<file path="src/rtl/sqrt_share_ctrl.sv">
// -----------------------------------------------------------------------------
// sqrt_share_ctrl
//
// Shares a single square_q18 square-root unit between NREQ ray-sphere lanes.
// Each lane presents a signed Q18.14 discriminant and holds its req bit until
// it sees its gnt bit. The controller picks lanes round-robin and runs one
// operation at a time. For each operation it holds the sqrt unit in reset with
// a stable operand, releases it, and waits for done. It then returns the root
// tagged with the lane ID. A negative discriminant is a miss and is answered
// at once, without using the sqrt unit.
//
// Optional feature (compile-time macro): SQRT_TIMEOUT_EN
//   defined   : WAIT gives up after TIMEOUT cycles and answers with resp_err=1
//   undefined : WAIT waits for sqrt_done forever; resp_err is tied 0
//
// Ports
//   clk         in   1        system clock, rising edge
//   rst_n       in   1        asynchronous active-low reset
//   req         in   NREQ     per-lane request level
//   req_disc    in   NREQ*N   per-lane discriminant, lane i at [i*N +: N]
//   gnt         out  NREQ     one-hot pulse: lane's discriminant captured
//   resp_valid  out  1        pulse: resp_id/root/miss/err valid
//   resp_id     out  IDW      lane the response belongs to
//   resp_root   out  32       Q18.14 root, 0 on miss or error
//   resp_miss   out  1        discriminant was negative
//   resp_err    out  1        sqrt unit timed out
//   busy        out  1        controller not idle
//   sqrt_rst    out  1        active-high restart to square_q18.reset
//   sqrt_num    out  N        operand to square_q18.num_in
//   sqrt_done   in   1        square_q18.done
//   sqrt_root   in   32       square_q18.sq_root
// -----------------------------------------------------------------------------
module sqrt_share_ctrl #(
   parameter int NREQ    = 4,
   parameter int IDW     = 2,
   parameter int N       = 64,
   parameter int TIMEOUT = 256
) (
   input  logic              clk,
   input  logic              rst_n,
   input  logic [NREQ-1:0]   req,
   input  logic [NREQ*N-1:0] req_disc,
   output logic [NREQ-1:0]   gnt,
   output logic              resp_valid,
   output logic [IDW-1:0]    resp_id,
   output logic [31:0]       resp_root,
   output logic              resp_miss,
   output logic              resp_err,
   output logic              busy,
   output logic              sqrt_rst,
   output logic [N-1:0]      sqrt_num,
   input  logic              sqrt_done,
   input  logic [31:0]       sqrt_root
);

   localparam logic [1:0] ST_IDLE = 2'd0;
   localparam logic [1:0] ST_LOAD = 2'd1;
   localparam logic [1:0] ST_WAIT = 2'd2;
   localparam logic [1:0] ST_RESP = 2'd3;

   logic [1:0]      state_reg;
   logic [IDW-1:0]  rr_ptr_reg;
   logic [IDW-1:0]  sel_reg;
   logic            first_wait_reg;
   logic [NREQ-1:0] gnt_reg;
   logic            resp_valid_reg;
   logic [IDW-1:0]  resp_id_reg;
   logic [31:0]     resp_root_reg;
   logic            resp_miss_reg;
   logic            busy_reg;
   logic            sqrt_rst_reg;
   logic [N-1:0]    sqrt_num_reg;
   logic [31:0]     res_root_reg;
   logic            res_miss_reg;

`ifdef SQRT_TIMEOUT_EN
   localparam int TCW = $clog2(TIMEOUT + 1);
   logic [TCW-1:0]  timeout_cnt_reg;
   logic            res_err_reg;
   logic            resp_err_reg;
`endif

   // Unpack the flat discriminant bus into one entry per lane.
   logic [N-1:0] disc_arr [NREQ];

   generate
      for (genvar gi = 0; gi < NREQ; gi++) begin : g_lane
         assign disc_arr[gi] = req_disc[gi*N +: N];
      end
   endgenerate

   // Round-robin pick: first set req bit at or after rr_ptr, wrapping.
   // The offsets are scanned from the highest down, so the smallest offset wins.
   logic [IDW-1:0] sel_next;
   logic           sel_found;
   int             scan_idx;

   always_comb begin
      sel_next  = '0;
      sel_found = 1'b0;
      scan_idx  = 0;
      for (int k = NREQ - 1; k >= 0; k--) begin
         scan_idx = int'(rr_ptr_reg) + k;
         if (scan_idx >= NREQ)
            scan_idx = scan_idx - NREQ;
         if (req[scan_idx]) begin
            sel_found = 1'b1;
            sel_next  = IDW'(scan_idx);
         end
      end
   end

   logic [N-1:0] sel_disc;
   assign sel_disc = disc_arr[sel_next];

   always_ff @(posedge clk or negedge rst_n) begin
      if (!rst_n) begin
         state_reg      <= ST_IDLE;
         rr_ptr_reg     <= '0;
         sel_reg        <= '0;
         first_wait_reg <= 1'b0;
         gnt_reg        <= '0;
         resp_valid_reg <= 1'b0;
         resp_id_reg    <= '0;
         resp_root_reg  <= '0;
         resp_miss_reg  <= 1'b0;
         busy_reg       <= 1'b0;
         sqrt_rst_reg   <= 1'b1;
         sqrt_num_reg   <= '0;
         res_root_reg   <= '0;
         res_miss_reg   <= 1'b0;
`ifdef SQRT_TIMEOUT_EN
         timeout_cnt_reg <= '0;
         res_err_reg     <= 1'b0;
         resp_err_reg    <= 1'b0;
`endif
      end else begin
         gnt_reg        <= '0;
         resp_valid_reg <= 1'b0;
         case (state_reg)
            ST_IDLE: begin
               sqrt_rst_reg <= 1'b1;
               if (sel_found) begin
                  gnt_reg           <= '0;
                  gnt_reg[sel_next] <= 1'b1;
                  sel_reg           <= sel_next;
                  busy_reg          <= 1'b1;
`ifdef SQRT_TIMEOUT_EN
                  res_err_reg       <= 1'b0;
`endif
                  if (sel_disc[N-1]) begin
                     // Negative discriminant: answer as a miss and leave the
                     // sqrt unit in reset.
                     res_miss_reg <= 1'b1;
                     res_root_reg <= '0;
                     state_reg    <= ST_RESP;
                  end else begin
                     res_miss_reg <= 1'b0;
                     sqrt_num_reg <= sel_disc;
                     state_reg    <= ST_LOAD;
                  end
               end
            end

            ST_LOAD: begin
               // sqrt_rst has been high with the new operand for this full
               // cycle. Release the sqrt unit now.
               sqrt_rst_reg   <= 1'b0;
               first_wait_reg <= 1'b1;
`ifdef SQRT_TIMEOUT_EN
               timeout_cnt_reg <= '0;
`endif
               state_reg      <= ST_WAIT;
            end

            ST_WAIT: begin
               first_wait_reg <= 1'b0;
               // done in the first WAIT cycle may be left over from the
               // previous operation, so it is not trusted.
               if (!first_wait_reg && sqrt_done) begin
                  res_root_reg <= sqrt_root;
                  state_reg    <= ST_RESP;
               end
`ifdef SQRT_TIMEOUT_EN
               else if (timeout_cnt_reg == TCW'(TIMEOUT - 1)) begin
                  res_err_reg  <= 1'b1;
                  res_root_reg <= '0;
                  state_reg    <= ST_RESP;
               end else begin
                  timeout_cnt_reg <= timeout_cnt_reg + 1'b1;
               end
`endif
            end

            default: begin  // ST_RESP
               resp_valid_reg <= 1'b1;
               resp_id_reg    <= sel_reg;
               resp_root_reg  <= res_root_reg;
               resp_miss_reg  <= res_miss_reg;
`ifdef SQRT_TIMEOUT_EN
               resp_err_reg   <= res_err_reg;
`endif
               rr_ptr_reg     <= (sel_reg == IDW'(NREQ - 1)) ? '0 : sel_reg + 1'b1;
               sqrt_rst_reg   <= 1'b1;
               busy_reg       <= 1'b0;
               state_reg      <= ST_IDLE;
            end
         endcase
      end
   end

   assign gnt        = gnt_reg;
   assign resp_valid = resp_valid_reg;
   assign resp_id    = resp_id_reg;
   assign resp_root  = resp_root_reg;
   assign resp_miss  = resp_miss_reg;
   assign busy       = busy_reg;
   assign sqrt_rst   = sqrt_rst_reg;
   assign sqrt_num   = sqrt_num_reg;
`ifdef SQRT_TIMEOUT_EN
   assign resp_err   = resp_err_reg;
`else
   assign resp_err   = 1'b0;
`endif

endmodule

</file>
<file path="config.mk">
export PLATFORM = sky130hd
export DESIGN_NAME = sqrt_share_ctrl
export DESIGN_NICKNAME = d
export VERILOG_FILES = /design/src/rtl/sqrt_share_ctrl.sv
export SDC_FILE = /design/constraint.sdc
export NUM_CORES = 1
export LEC_CHECK = 0
export ABC_AREA = 1
export BUFFER_PORTS_ARGS = -buffer_cell sky130_fd_sc_hd__buf_4
export CAP_MARGIN = 20
export CORE_MARGIN = 3
export CORE_UTILIZATION = 40
export CTS_CLUSTER_DIAMETER = 80
export DETAILED_ROUTE_END_ITERATION = 12
export PLACE_DENSITY_LB_ADDON = 0.2
export SLEW_MARGIN = 20
export SYNTH_ARGS = -nofsm -noshare
export SYNTH_HDL_FRONTEND = slang
export SYNTH_SLANG_ARGS = --single-unit
</file>
<file path="constraint.sdc">
create_clock -name clk -period 1.87 [get_ports clk]
set_input_delay 0.2805 -clock clk [delete_from_list [all_inputs] [get_ports clk]]
set_output_delay 0.2805 -clock clk [all_outputs]
set_load 0.02 [all_outputs]
</file>
==> impl_metrics.toml <==
[synth]
syn_area_per_cell_um2 = 6.35
synth_cell_type_count = 27
yosys.area.top_type_share_pct = 37.6
synthMuxAreaShare_pct = 0
yosysTopAreaCell = "dfrtp_1"
synth_top_family_by_area = "simple AND/OR/NAND/NOR gates"
yosys.area_share.adder_pct = 0.783
synth-seq-cells = 145
seq_area_frac_synth_pct = 37.9
synthTopCellsByCount = "nand2_1 (552), inv_1 (300), nand3_1 (294), dfrtp_1 (144), nand4_1 (64)"
syn_inst = 1510
yosysWarnings = 0
synthesis.area_um2 = 9590
yosys-top-cells-area = "dfrtp_1 (38%), nand2_1 (22%), nand3_1 (15%), inv_1 (12%), nand4_1 (4.2%)"
synthXorXnorAreaFrac_pct = 0
post-synth-top-count-cell = "nand2_1"
synth_async_sr_flop_share_pct = 100
synth_simple_gate_area_share_pct = 42.4
synth-compound-area-share_pct = 0.861
ys.flop_type = "dfrtp_1"
synth_edf_count = 0

[place]
placed_cell_area_um2 = 13300
port_buffers = 399
post-place-ws_ns = -0.499
placed_cells = 2192
routabilityCongestion = 0.958
hpwl_mm = 26.0

[final_layout]
nFillCells = 2229
fin_cells = 2247
synthToLayoutAreaGrowth_pct = 51.2
drive_above_1_share_pct = 29.7
stdcell_area_um2 = 14500
antenna_cells = 0
largest_reg_flops = 63
nNetsFinal = 2216
multi_input_area_um2 = 4450
area.sequential_um2 = 3630
finish.utilization_pct = 61.6

[die]
rows = 56
core_um2 = 23500
die-area_um2 = 25900
initial_core_util_pct = 40.7
dieHeight_um = 161
die_w_um = 161
boundaryPins = 402

[sta]
setup_viol = 101
finalWorstSetupSlack_ns = -0.275
hold_slack_ns = 0.169
rsz0062_at_grt = "true"
hold_viol = 0
finClkSkew_ns = 0.0121
max_freq_ghz = 0.466
period_share_pct = 115
min_period_ns = 2.15
final_max_slew_viol_count = 0

[global_route]
grt_first_pass_wirelength_mm = 55.1
grt_start_max_net_pins = 73
grt_pass1_vias = 10617
met3_usage_pct = 4.59
antenna_found_initial = 0
grt_overflow = 0
track_usage_pct = 26.5
top_usage_layer = "met2"
use_met2_pct = 45.0
grt.met1_usage_pct = 33.5

[outcome]
status = "finished with violations"
violations = "negative setup slack"

[routing]
route.antenna.remaining_nets = 0
vias = 11010
routed_wl_mm = 36.0
avgViaCountPerCell = 4.90
wl_per_cell_um = 16.0
drt-pass1-iter-count = 5
drc_errors = 0
drtIter0Drc = 619

[job]
cap_violations = 0

[critical_path]
cp.arrival_ns = 2.45
path_class = "flip-flop to flip-flop"
end_kind = "flip-flop"
path_max_fanout = 36
critPathLaunchType = "flip-flop"
crit_required_ns = 2.18

[power_and_ir_drop]
clockPowerShare_pct = 11.4
p_sw_share_pct = 49.5
leakage_nw = 8.97
p_per_area_nw_per_um2 = 2090
intPower_mw = 15.3
p_sw_mw = 15.0
vdd_drop_max_v = 0.00111
power_frac_comb_pct = 70.7
seq_power_share_pct = 18.0

[clocking]
cts_inserted_buffers = 17
clock_sinks = 145
path_clk_slew_ns = 0.07
cts_buffer_depth = 2
worst_skew_pair.late_latency_ns = 0.43
htreeDepth = 4
tritoncts = "yes"
clockRootBuffer = "clkbuf_16"

[worst_hold_path]
timing.hold.worst.class = "input pin to flip-flop"
==> routing by layer <==
| layer | wire length (um) | vias to the layer above | part of all wire [%] |
|---|---|---|---|
| li1 | - | 5423 | - |
| met1 | 14600 | 5038 | 41 |
| met4 | 1370 | 0 | 3.8 |
| met3 | 2400 | 82 | 6.7 |
| met5 | 0 | - | 0 |
| met2 | 17600 | 467 | 49 |
==> area by class of cell <==
cell class / count / area share [%]
Multi-Input combinational cell: 955 / 30.7
Timing Repair Buffer: 492 / 29.5
Sequential cell: 145 / 25.1
Inverter: 304 / 7.94
Clock buffer: 17 / 2.94
Tap cell: 319 / 2.75
Clock inverter: 15 / 1.15
==> cell families (layout without fill, tap and decap cells) <==
group / after synthesis / in the layout
simple gates: 932 / 932
buf+inv: 411 / 828
other cells: 1 / 2
fa+ha+maj: 6 / 6
flops: 145 / 145
compound gates: 15 / 15
==> power groups by stage <==
| stage | logic, mW | registers, mW | clock network (mW) |
|---|---|---|---|
| after floorplan | 10.7 | 6.50 | 0 |
| after global placement | 18.3 | 5.45 | 0 |
| after detailed placement | 18.5 | 5.47 | 0 |
| after global routing | 23.4 | 5.59 | 3.63 |
| final | 21.4 | 5.44 | 3.44 |
| after CTS | 19.8 | 5.43 | 3.50 |
==> through the flow <==
stage               total power [mW]  setup TNS (ns)
CTS                             28.7          -22.10
floorplan                       17.2         -0.0643
global route                    32.6          -37.86
global placement                23.7          -34.13
detailed placement              24.0          -46.40
finish                          30.3          -24.38
==> path summary, 6_finish.rpt <==
kind	cells past startpoint	endpoint	slack, ns	from
max reg2reg	14	sqrt_num[37]	-0.28	rr_ptr_reg[0]
min reg2reg	2	res_root_reg[27]	0.47	res_root_reg[27]
min in group asynchronous	2	sqrt_num[42]	0.32	rst_n
min	5	res_root_reg[13]	0.17	sqrt_root[13]
max in group asynchronous	3	sqrt_rst	0.88	rst_n
max	14	sqrt_num[37]	-0.28	rr_ptr_reg[0]
==> layout by cell type (no fill, tap or decap), types with 2 or more instances in the layout <==
master,netlist,layout
o21ai_2,1,2
conb_1,1,2
nor3_2,0,2
nor2_2,1,4
nand3_2,2,8
buf_16,0,4
nand3_4,1,4
buf_6,13,13
o21ai_0,8,6
nand3_1,294,285
buf_4,12,441
nand2_4,0,4
clkinvlp_4,0,2
buf_12,0,22
inv_2,3,3
clkbuf_16,0,24
o21ai_1,3,3
inv_6,0,5
dfrtp_1,144,143
nor2_1,11,8
nand4_1,64,64
nand2_8,0,3
nand2_2,4,14
ha_1,6,5
buf_8,0,3
inv_1,300,298
nand2_1,552,535
inv_8,0,6
==> what timing repair did <==
action	4_1_cts	5_1_grt
hold endpoints to repair	36	0
endpoints found under the setup margin	103	103
hold buffers	1	0
pin swaps	12	12
buffers inserted	10	2
gates resized for setup	38	31
gates cloned	3	8
==> worst max-delay path, cell delays in order (launching register included) <==
cell and delay (ns):
dfrtp_2 0.47, buf_6 0.16, nand2_2 0.05, o21ai_2 0.10, nor2_2 0.08, nor2_2 0.14, nand3_4 0.16, buf_4 0.18
nand3_2 0.06, nand3_2 0.07, nand2_4 0.12, nand3_4 0.10, buf_12 0.19, nand2_1 0.08, nand2_1 0.05
Note: power is estimated with default switching activity, not from simulation.
